[config.mk]
export PLATFORM = sky130hd
export DESIGN_NAME = rob_retire_flat
export DESIGN_NICKNAME = d
export VERILOG_FILES = /design/src/rtl/rob_retire_if.sv /design/src/rtl/rob_retire.sv /design/src/flat_wrapper.sv
export SDC_FILE = /design/constraint.sdc
export NUM_CORES = 1
export LEC_CHECK = 0
export ABC_AREA = 1
export ABC_CLOCK_PERIOD_IN_PS = 5700
export CAP_MARGIN = 20
export CELL_PAD_IN_SITES_DETAIL_PLACEMENT = 1
export CELL_PAD_IN_SITES_GLOBAL_PLACEMENT = 2
export CORE_MARGIN = 3
export CORE_UTILIZATION = 30
export DETAILED_ROUTE_END_ITERATION = 10
export PLACE_DENSITY_LB_ADDON = 0.3
export SLEW_MARGIN = 20
export SYNTH_ARGS = -nofsm -noshare
export SYNTH_HDL_FRONTEND = slang
export SYNTH_SLANG_ARGS = --single-unit
[constraint.sdc]
create_clock -name clk -period 5.7 [get_ports clk]
set_clock_uncertainty 0.1 [all_clocks]
set_input_delay 0.855 -clock clk [delete_from_list [all_inputs] [get_ports clk]]
set_output_delay 0.855 -clock clk [all_outputs]
set_load 0.02 [all_outputs]
[src/rtl/rob_retire_if.sv]
// rob_retire_if: dispatch, completion and free-list bundle of the reorder buffer.
//   master: dispatch requests and completion strobes out; ready/indices/frees in.
//   slave : the reorder buffer side.
interface rob_retire_if #(
    parameter int IW = 4
);
    logic          disp_valid_1, disp_valid_2;
    logic          disp_has_rd_1, disp_has_rd_2;
    logic [5:0]    disp_old_pd_1, disp_old_pd_2;
    logic          disp_ready;
    logic [IW-1:0] rob_idx_1, rob_idx_2;
    logic          cmp_valid_1, cmp_valid_2;
    logic [IW-1:0] cmp_idx_1, cmp_idx_2;
    logic [5:0]    regFree1, regFree2;
    logic          regFree1_valid, regFree2_valid;
    logic          rob_empty;

    modport master (
        output disp_valid_1, disp_valid_2, disp_has_rd_1, disp_has_rd_2,
               disp_old_pd_1, disp_old_pd_2, cmp_valid_1, cmp_valid_2,
               cmp_idx_1, cmp_idx_2,
        input  disp_ready, rob_idx_1, rob_idx_2, regFree1, regFree2,
               regFree1_valid, regFree2_valid, rob_empty
    );

    modport slave (
        input  disp_valid_1, disp_valid_2, disp_has_rd_1, disp_has_rd_2,
               disp_old_pd_1, disp_old_pd_2, cmp_valid_1, cmp_valid_2,
               cmp_idx_1, cmp_idx_2,
        output disp_ready, rob_idx_1, rob_idx_2, regFree1, regFree2,
               regFree1_valid, regFree2_valid, rob_empty
    );
endinterface

[src/rtl/rob_retire.sv]
// rob_retire: two-wide in-order reorder buffer that returns old physical registers on retire.
//   clk, rst : clock and synchronous active-high reset
//   rob      : slave side of rob_retire_if (dispatch in, completion in, register frees out)
module rob_retire #(
    parameter int DEPTH = 16,
    parameter int IW    = 4
) (
    input logic         clk,
    input logic         rst,
    rob_retire_if.slave rob
);
    logic          valid_q  [DEPTH];
    logic          done_q   [DEPTH];
    logic          has_rd_q [DEPTH];
    logic [5:0]    old_pd_q [DEPTH];
    logic [IW-1:0] head_q, head_d, tail_q, tail_d, head1, tail1;
    logic [IW:0]   count_q, count_d;
    logic [5:0]    free1_q, free1_d, free2_q, free2_d;
    logic          free1_v_q, free1_v_d, free2_v_q, free2_v_d;
    logic          disp_1, disp_2, ret_a, ret_b;

    // Retire looks only at registered done bits, so completion never bypasses into retire.
    always_comb begin
        head1     = head_q + IW'(1);
        tail1     = tail_q + IW'(1);
        disp_1    = rob.disp_ready && rob.disp_valid_1;
        disp_2    = disp_1 && rob.disp_valid_2;
        ret_a     = valid_q[head_q] && done_q[head_q];
        ret_b     = ret_a && valid_q[head1] && done_q[head1];
        tail_d    = tail_q + IW'(disp_1) + IW'(disp_2);
        head_d    = head_q + IW'(ret_a) + IW'(ret_b);
        count_d   = count_q + (IW+1)'(disp_1) + (IW+1)'(disp_2)
                  - (IW+1)'(ret_a) - (IW+1)'(ret_b);
        free1_v_d = ret_a && has_rd_q[head_q] && old_pd_q[head_q] != 6'd0;
        free2_v_d = ret_b && has_rd_q[head1] && old_pd_q[head1] != 6'd0;
        free1_d   = free1_v_d ? old_pd_q[head_q] : 6'd0;
        free2_d   = free2_v_d ? old_pd_q[head1] : 6'd0;
    end

    assign rob.disp_ready     = count_q <= (IW+1)'(DEPTH - 2);
    assign rob.rob_empty      = count_q == '0;
    assign rob.rob_idx_1      = tail_q;
    assign rob.rob_idx_2      = tail1;
    assign rob.regFree1       = free1_q;
    assign rob.regFree2       = free2_q;
    assign rob.regFree1_valid = free1_v_q;
    assign rob.regFree2_valid = free2_v_q;

    // Dispatch only ever targets free slots (at most DEPTH-2 occupied), so it never
    // collides with the retiring head entries; retire clear is ordered after completion.
    always_ff @(posedge clk) begin
        if (rst) begin
            head_q    <= '0;
            tail_q    <= '0;
            count_q   <= '0;
            free1_q   <= 6'd0;
            free2_q   <= 6'd0;
            free1_v_q <= 1'b0;
            free2_v_q <= 1'b0;
            for (int i = 0; i < DEPTH; i++) begin
                valid_q[i] <= 1'b0;
                done_q[i]  <= 1'b0;
            end
        end else begin
            head_q    <= head_d;
            tail_q    <= tail_d;
            count_q   <= count_d;
            free1_q   <= free1_d;
            free2_q   <= free2_d;
            free1_v_q <= free1_v_d;
            free2_v_q <= free2_v_d;
            if (rob.cmp_valid_1 && valid_q[rob.cmp_idx_1]) done_q[rob.cmp_idx_1] <= 1'b1;
            if (rob.cmp_valid_2 && valid_q[rob.cmp_idx_2]) done_q[rob.cmp_idx_2] <= 1'b1;
            if (ret_a) begin
                valid_q[head_q] <= 1'b0;
                done_q[head_q]  <= 1'b0;
            end
            if (ret_b) begin
                valid_q[head1] <= 1'b0;
                done_q[head1]  <= 1'b0;
            end
            if (disp_1) begin
                valid_q[tail_q] <= 1'b1;
                done_q[tail_q]  <= 1'b0;
            end
            if (disp_2) begin
                valid_q[tail1] <= 1'b1;
                done_q[tail1]  <= 1'b0;
            end
        end
    end

    // Payload needs no reset: it is only read through a valid entry.
    always_ff @(posedge clk) begin
        if (!rst && disp_1) begin
            has_rd_q[tail_q] <= rob.disp_has_rd_1;
            old_pd_q[tail_q] <= rob.disp_old_pd_1;
        end
        if (!rst && disp_2) begin
            has_rd_q[tail1] <= rob.disp_has_rd_2;
            old_pd_q[tail1] <= rob.disp_old_pd_2;
        end
    end
endmodule

[src/flat_wrapper.sv]
// flat-port wrapper written by rule: the top's interface ports become plain ports
module rob_retire_flat 
#(
    parameter int DEPTH = 16,
    parameter int IW    = 4
)
  (clk, rst, rob_disp_valid_1, rob_disp_valid_2, rob_disp_has_rd_1, rob_disp_has_rd_2, rob_disp_old_pd_1, rob_disp_old_pd_2, rob_cmp_valid_1, rob_cmp_valid_2, rob_cmp_idx_1, rob_cmp_idx_2, rob_disp_ready, rob_rob_idx_1, rob_rob_idx_2, rob_regFree1, rob_regFree2, rob_regFree1_valid, rob_regFree2_valid, rob_rob_empty);
  rob_retire_if #(.IW(IW)) rob_i ();
  input logic clk;
  input logic rst;
  input wire logic [$bits(rob_i.disp_valid_1)-1:0] rob_disp_valid_1;
  input wire logic [$bits(rob_i.disp_valid_2)-1:0] rob_disp_valid_2;
  input wire logic [$bits(rob_i.disp_has_rd_1)-1:0] rob_disp_has_rd_1;
  input wire logic [$bits(rob_i.disp_has_rd_2)-1:0] rob_disp_has_rd_2;
  input wire logic [$bits(rob_i.disp_old_pd_1)-1:0] rob_disp_old_pd_1;
  input wire logic [$bits(rob_i.disp_old_pd_2)-1:0] rob_disp_old_pd_2;
  input wire logic [$bits(rob_i.cmp_valid_1)-1:0] rob_cmp_valid_1;
  input wire logic [$bits(rob_i.cmp_valid_2)-1:0] rob_cmp_valid_2;
  input wire logic [$bits(rob_i.cmp_idx_1)-1:0] rob_cmp_idx_1;
  input wire logic [$bits(rob_i.cmp_idx_2)-1:0] rob_cmp_idx_2;
  output wire logic [$bits(rob_i.disp_ready)-1:0] rob_disp_ready;
  output wire logic [$bits(rob_i.rob_idx_1)-1:0] rob_rob_idx_1;
  output wire logic [$bits(rob_i.rob_idx_2)-1:0] rob_rob_idx_2;
  output wire logic [$bits(rob_i.regFree1)-1:0] rob_regFree1;
  output wire logic [$bits(rob_i.regFree2)-1:0] rob_regFree2;
  output wire logic [$bits(rob_i.regFree1_valid)-1:0] rob_regFree1_valid;
  output wire logic [$bits(rob_i.regFree2_valid)-1:0] rob_regFree2_valid;
  output wire logic [$bits(rob_i.rob_empty)-1:0] rob_rob_empty;
  assign rob_i.disp_valid_1 = rob_disp_valid_1;
  assign rob_i.disp_valid_2 = rob_disp_valid_2;
  assign rob_i.disp_has_rd_1 = rob_disp_has_rd_1;
  assign rob_i.disp_has_rd_2 = rob_disp_has_rd_2;
  assign rob_i.disp_old_pd_1 = rob_disp_old_pd_1;
  assign rob_i.disp_old_pd_2 = rob_disp_old_pd_2;
  assign rob_i.cmp_valid_1 = rob_cmp_valid_1;
  assign rob_i.cmp_valid_2 = rob_cmp_valid_2;
  assign rob_i.cmp_idx_1 = rob_cmp_idx_1;
  assign rob_i.cmp_idx_2 = rob_cmp_idx_2;
  assign rob_disp_ready = rob_i.disp_ready;
  assign rob_rob_idx_1 = rob_i.rob_idx_1;
  assign rob_rob_idx_2 = rob_i.rob_idx_2;
  assign rob_regFree1 = rob_i.regFree1;
  assign rob_regFree2 = rob_i.regFree2;
  assign rob_regFree1_valid = rob_i.regFree1_valid;
  assign rob_regFree2_valid = rob_i.regFree2_valid;
  assign rob_rob_empty = rob_i.rob_empty;
  rob_retire #(.DEPTH(DEPTH), .IW(IW)) u_core (.clk(clk), .rst(rst), .rob(rob_i));
endmodule
==> metrics.md <==
| Metric | Value |
|---|---|
| Status | completed |
| Hold Fails Final Rpt | 0 |
| Top cells by area, synth | edfxtp_1 (28%), nand2_1 (19%), dfxtp_1 (9.8%) |
| Area of the multi-input gates | between 5000 and 6000 sq um |
| FF-to-FF Start | u_core.head_q[1] |
| Core area | around 39000 sq um |
| Slew margin rel. | 0.3080 |
| Reg2reg setup slack | around 0.97 ns |
| Synth unique cells | 39 |
| Initial Utilization | 0.3070 |
| CP arrival | about 5.0 ns |
| Antenna cells | 0 |
| Prevailing post-synth register cell | edfxtp_1 |
| Post-place setup slack | roughly 0.96 ns |
| Syn avg cell area | 6.698 sq um |
| Post-Route Setup TNS | 0 ns |
| HPWL after DPL | 35500 um |
| Synth Area in Compound Gates | 0.1187 |
| Top cells by count, synth | nand2_1 (596), nor2_1 (222), inv_1 (220), nand3_1 (122), edfxtp_1 (112) |
| Worst R2R End | u_core.count_q[3] |
| Vias per std cell | around 5 |
| Share of post-route cells with drive strength above 1 | 0.05278 |
| Post-synthesis mux area share | 0 |
| FF+latch count, synth | 171 |
| Vias | 11540 |
| Clk buf depth | 2 |
| Total Wirelength | roughly 47000 um |
| Crit. End Element | register |
| NumNets Final | ~1800 |
| FF-to-FF path depth | 16 |
| Synth Instances | between 1500 and 2000 |
| Die width | 206.0 um |
| Pre-antenna DRT Iters | 5 |
| Crit Path Max Fanout | 56 |
| Flop pwr share | 0.461 |
| Clk_lat worst skew | approximately 0.45 ns |
| I/O Pins | 52 |
| Post-CTS Hold Fix Bufs | 0 |
| Combinational family with the most area after synthesis | simple AND/OR/NAND/NOR gates |
| Max-slew violation count | 0 |
| Port Buffers | 51 |
| Critical path, cell by cell | buf_4, ha_1, nor2_1, nor2_4, inv_2, nand3_1, nand3_2, a21oi_1, ha_1, inv_1, fa_1, inv_1, ha_1, fa_1, o21ai_0, a21oi_1 |
| Top-count cell post-synth | nand2_1 |
| Synth Net Count | 1845 |
| Leakage power | 5.946 nW |
| Internal cell power | roughly 2.1 mW |
| Global-route wire length before repair | between 70000 and 80000 um |
| Post-CTS setup buffer count | 0 |
| Synth top area share | 0.2802 |
| Total CTS buffers | 17 |
| Number of synthesized flops with an enable pin | about 110 |
| Final Cycle Share | 0.8307 |
| CTS resizes | 0 |
| Slowest CP cell | buf_4 |
| Post-Synth Simple-Gate Area | 0.3455 |
| Pwr dens | 237.4 nW/um^2 |
| Die H | ~210 um |
| GRT Total Usage | 0.2259 |
| Max incr delay on CP | ~0.57 ns |
| Total gr overflow | 0 |
| Post-synthesis adder-cell area fraction | 0.02856 |
| Setup ws final | about 0.97 ns |
| Fmax | 211.2 MHz |
| Async S/R FF share, synth | 0 |
| Worst-margin pin slew | 1.038 ns |
| RD Place Congestion | approximately 0.89 |
| CP dominant cell by count | ha_1 |
| Hold EP | u_core.valid_q[7] |
| Clk network pwr share | 0.358 |
| Num rows | 72 |
| Num Clock Sinks | between 150 and 200 |
| Final antenna-violating net count | 0 |
| Register Area | between 4000 and 5000 sq um |
| Biggest area consumer among synthesized cells | edfxtp_1 |
| Layout fillers | around 5000 |
| Initial antenna violation count | 0 |
| Switch share | 0.3184 |
| Die ar. | roughly 42000 sq um |
| Comb pwr share | 0.180 |
| Vias in the first global route | ~12000 |
| Largest net degree at the start of global routing | between 100 and 150 |
| CTS tree | yes |
| Residual DRC count | 0 |
| Setup CP Type | reg -> reg |
| CP required | roughly 5.9 ns |
| Worst Hold Depth | 4 |
| Yosys warning total | 0 |
| Min-delay src | u_core.valid_q[7] |
| # H-tree levels | 4 |
| Mapped cell area | approximately 12000 sq um |
| Seq/Total Area, Yosys | 0.3786 |
| WL/cell | approximately 20 um |
| Final Setup Violations | 0 |
| Clock transition at path regs | 0.08 ns |
| Tmin final | roughly 4.7 ns |
| Hold WC Path Type | reg -> reg |
| XOR/XNOR Fraction of Synth Area | 0.002189 |
| CTS root buffer | clkbuf_16 |
| Area grow syn2layout | 9.267% |
| Startpoint Class | register |
| Unrepaired setup endpoints after global routing | false |
| Maxcap violations | 0 |
| Net switching power | between 0.9 and 1 mW |
| VDD IR max | 0.2122 mV |
| DRT iter0 DRCs | 730 |
how the worst max path moves through the flow:
| stage | from | endpoint | slack (ns) |
|---|---|---|---|
| 2_1_floorplan | u_core.head_q[0] | u_core.count_q[2] | 1.79 |
| 3_3_place_gp | u_core.head_q[1] | u_core.count_q[3] | 1.14 |
| 3_5_place_dp | u_core.head_q[1] | u_core.count_q[3] | 0.96 |
| 4_1_cts | u_core.head_q[1] | u_core.count_q[3] | 0.94 |
| 5_1_grt | u_core.head_q[1] | u_core.count_q[3] | 0.64 |
| 6_report | u_core.head_q[1] | u_core.count_q[3] | 0.97 |
worst max-delay path: cells and delay by family, from the launching register on:
| kind | cells | cell delay (ns) |
|---|---|---|
| adder cells (fa/ha/maj) | 5 | 1.51 |
| AND/OR/NAND/NOR | 4 | 1.10 |
| buffers and inverters | 4 | 0.91 |
| AO/OA/AOI/OAI | 3 | 0.61 |
| flip-flops | 1 | 0.34 |
placed cells by master, fill, tap and decap left out, types with 11 or more instances in the layout:
cell / Yosys / final
a21oi_1: 48 / 48
nand2_1: 596 / 596
o211ai_1: 22 / 22
inv_2: 11 / 11
ha_1: 21 / 21
a31oi_1: 14 / 14
edfxtp_1: 112 / 112
clkbuf_16: 0 / 17
nand3_1: 122 / 122
inv_1: 220 / 220
o21ai_0: 110 / 110
o21ai_1: 64 / 64
dfxtp_1: 59 / 57
clkdlybuf4s50_1: 0 / 51
nor2_1: 222 / 220
nor2_2: 15 / 17
power groups by stage:
stage                     Clock (mW)  Sequential, mW  Combinational (mW)
after CTS                       1.14            1.44               0.566
after detailed placement           0            1.46               0.564
after floorplan                    0            1.45               0.350
final                           1.12            1.44               0.561
after global routing            1.18            1.44               0.630
after global placement             0            1.46               0.553
registers in the layout, summed over array words and instances, names as in the netlist:
signal / count
u_core.old_pd_q: 96
u_core.count_q: 5
u_core.done_q: 16
u_core.has_rd_q: 16
u_core.rob.rob_idx_1: 4
u_core.rob.regFree2_valid: 1
u_core.rob.regFree1_valid: 1
u_core.rob.regFree1: 6
u_core.rob.regFree2: 6
u_core.head_q: 4
u_core.valid_q: 16
routing by layer:
| metal | track usage | vias up | wire length, um |
|---|---|---|---|
| li1 | - | 5641 | - |
| met1 | 0.3127 | 5619 | 22590 |
| met2 | 0.3793 | 233 | 22190 |
| met3 | 0.02394 | 44 | 1672 |
| met4 | 0.05455 | 0 | 790 |
| met5 | 0 | - | 0 |
metrics by stage:
stage	hold WS (ns)	cell area [sq um]	power (mW)	cells	util
4_1_cts	0.4816	13110	3.139	2299	0.3353
3_5_place_dp	0.4699	12580	2.028	2267	0.3218
2_1_floorplan	0.4144	12000	1.797	1792	-
6_report	0.4806	13120	3.114	2299	0.3354
3_3_place_gp	0.4631	12580	2.015	2267	0.3218
5_1_grt	0.5088	13120	3.251	2299	0.3354
cell families (layout without fill, tap and decap cells):
family,count (synthesis),in the layout
buffers and inverters,334,323
adders and majority gates,25,25
DFF,171,171
xor gates and xnor gates,3,3
AOI/OAI and AO/OA,265,265
and+or+nand+nor,994,994
final cells by class:
type / instances / share of cell area
tap: 518 / 0.04942
clock inverter: 13 / 0.007251
multi-input combinational: 1287 / 0.4533
sequential: 171 / 0.3469
inverter: 232 / 0.06659
timing repair buffer: 59 / 0.04350
clock buffer: 19 / 0.03301
Note: power is estimated with default switching activity, not from simulation.
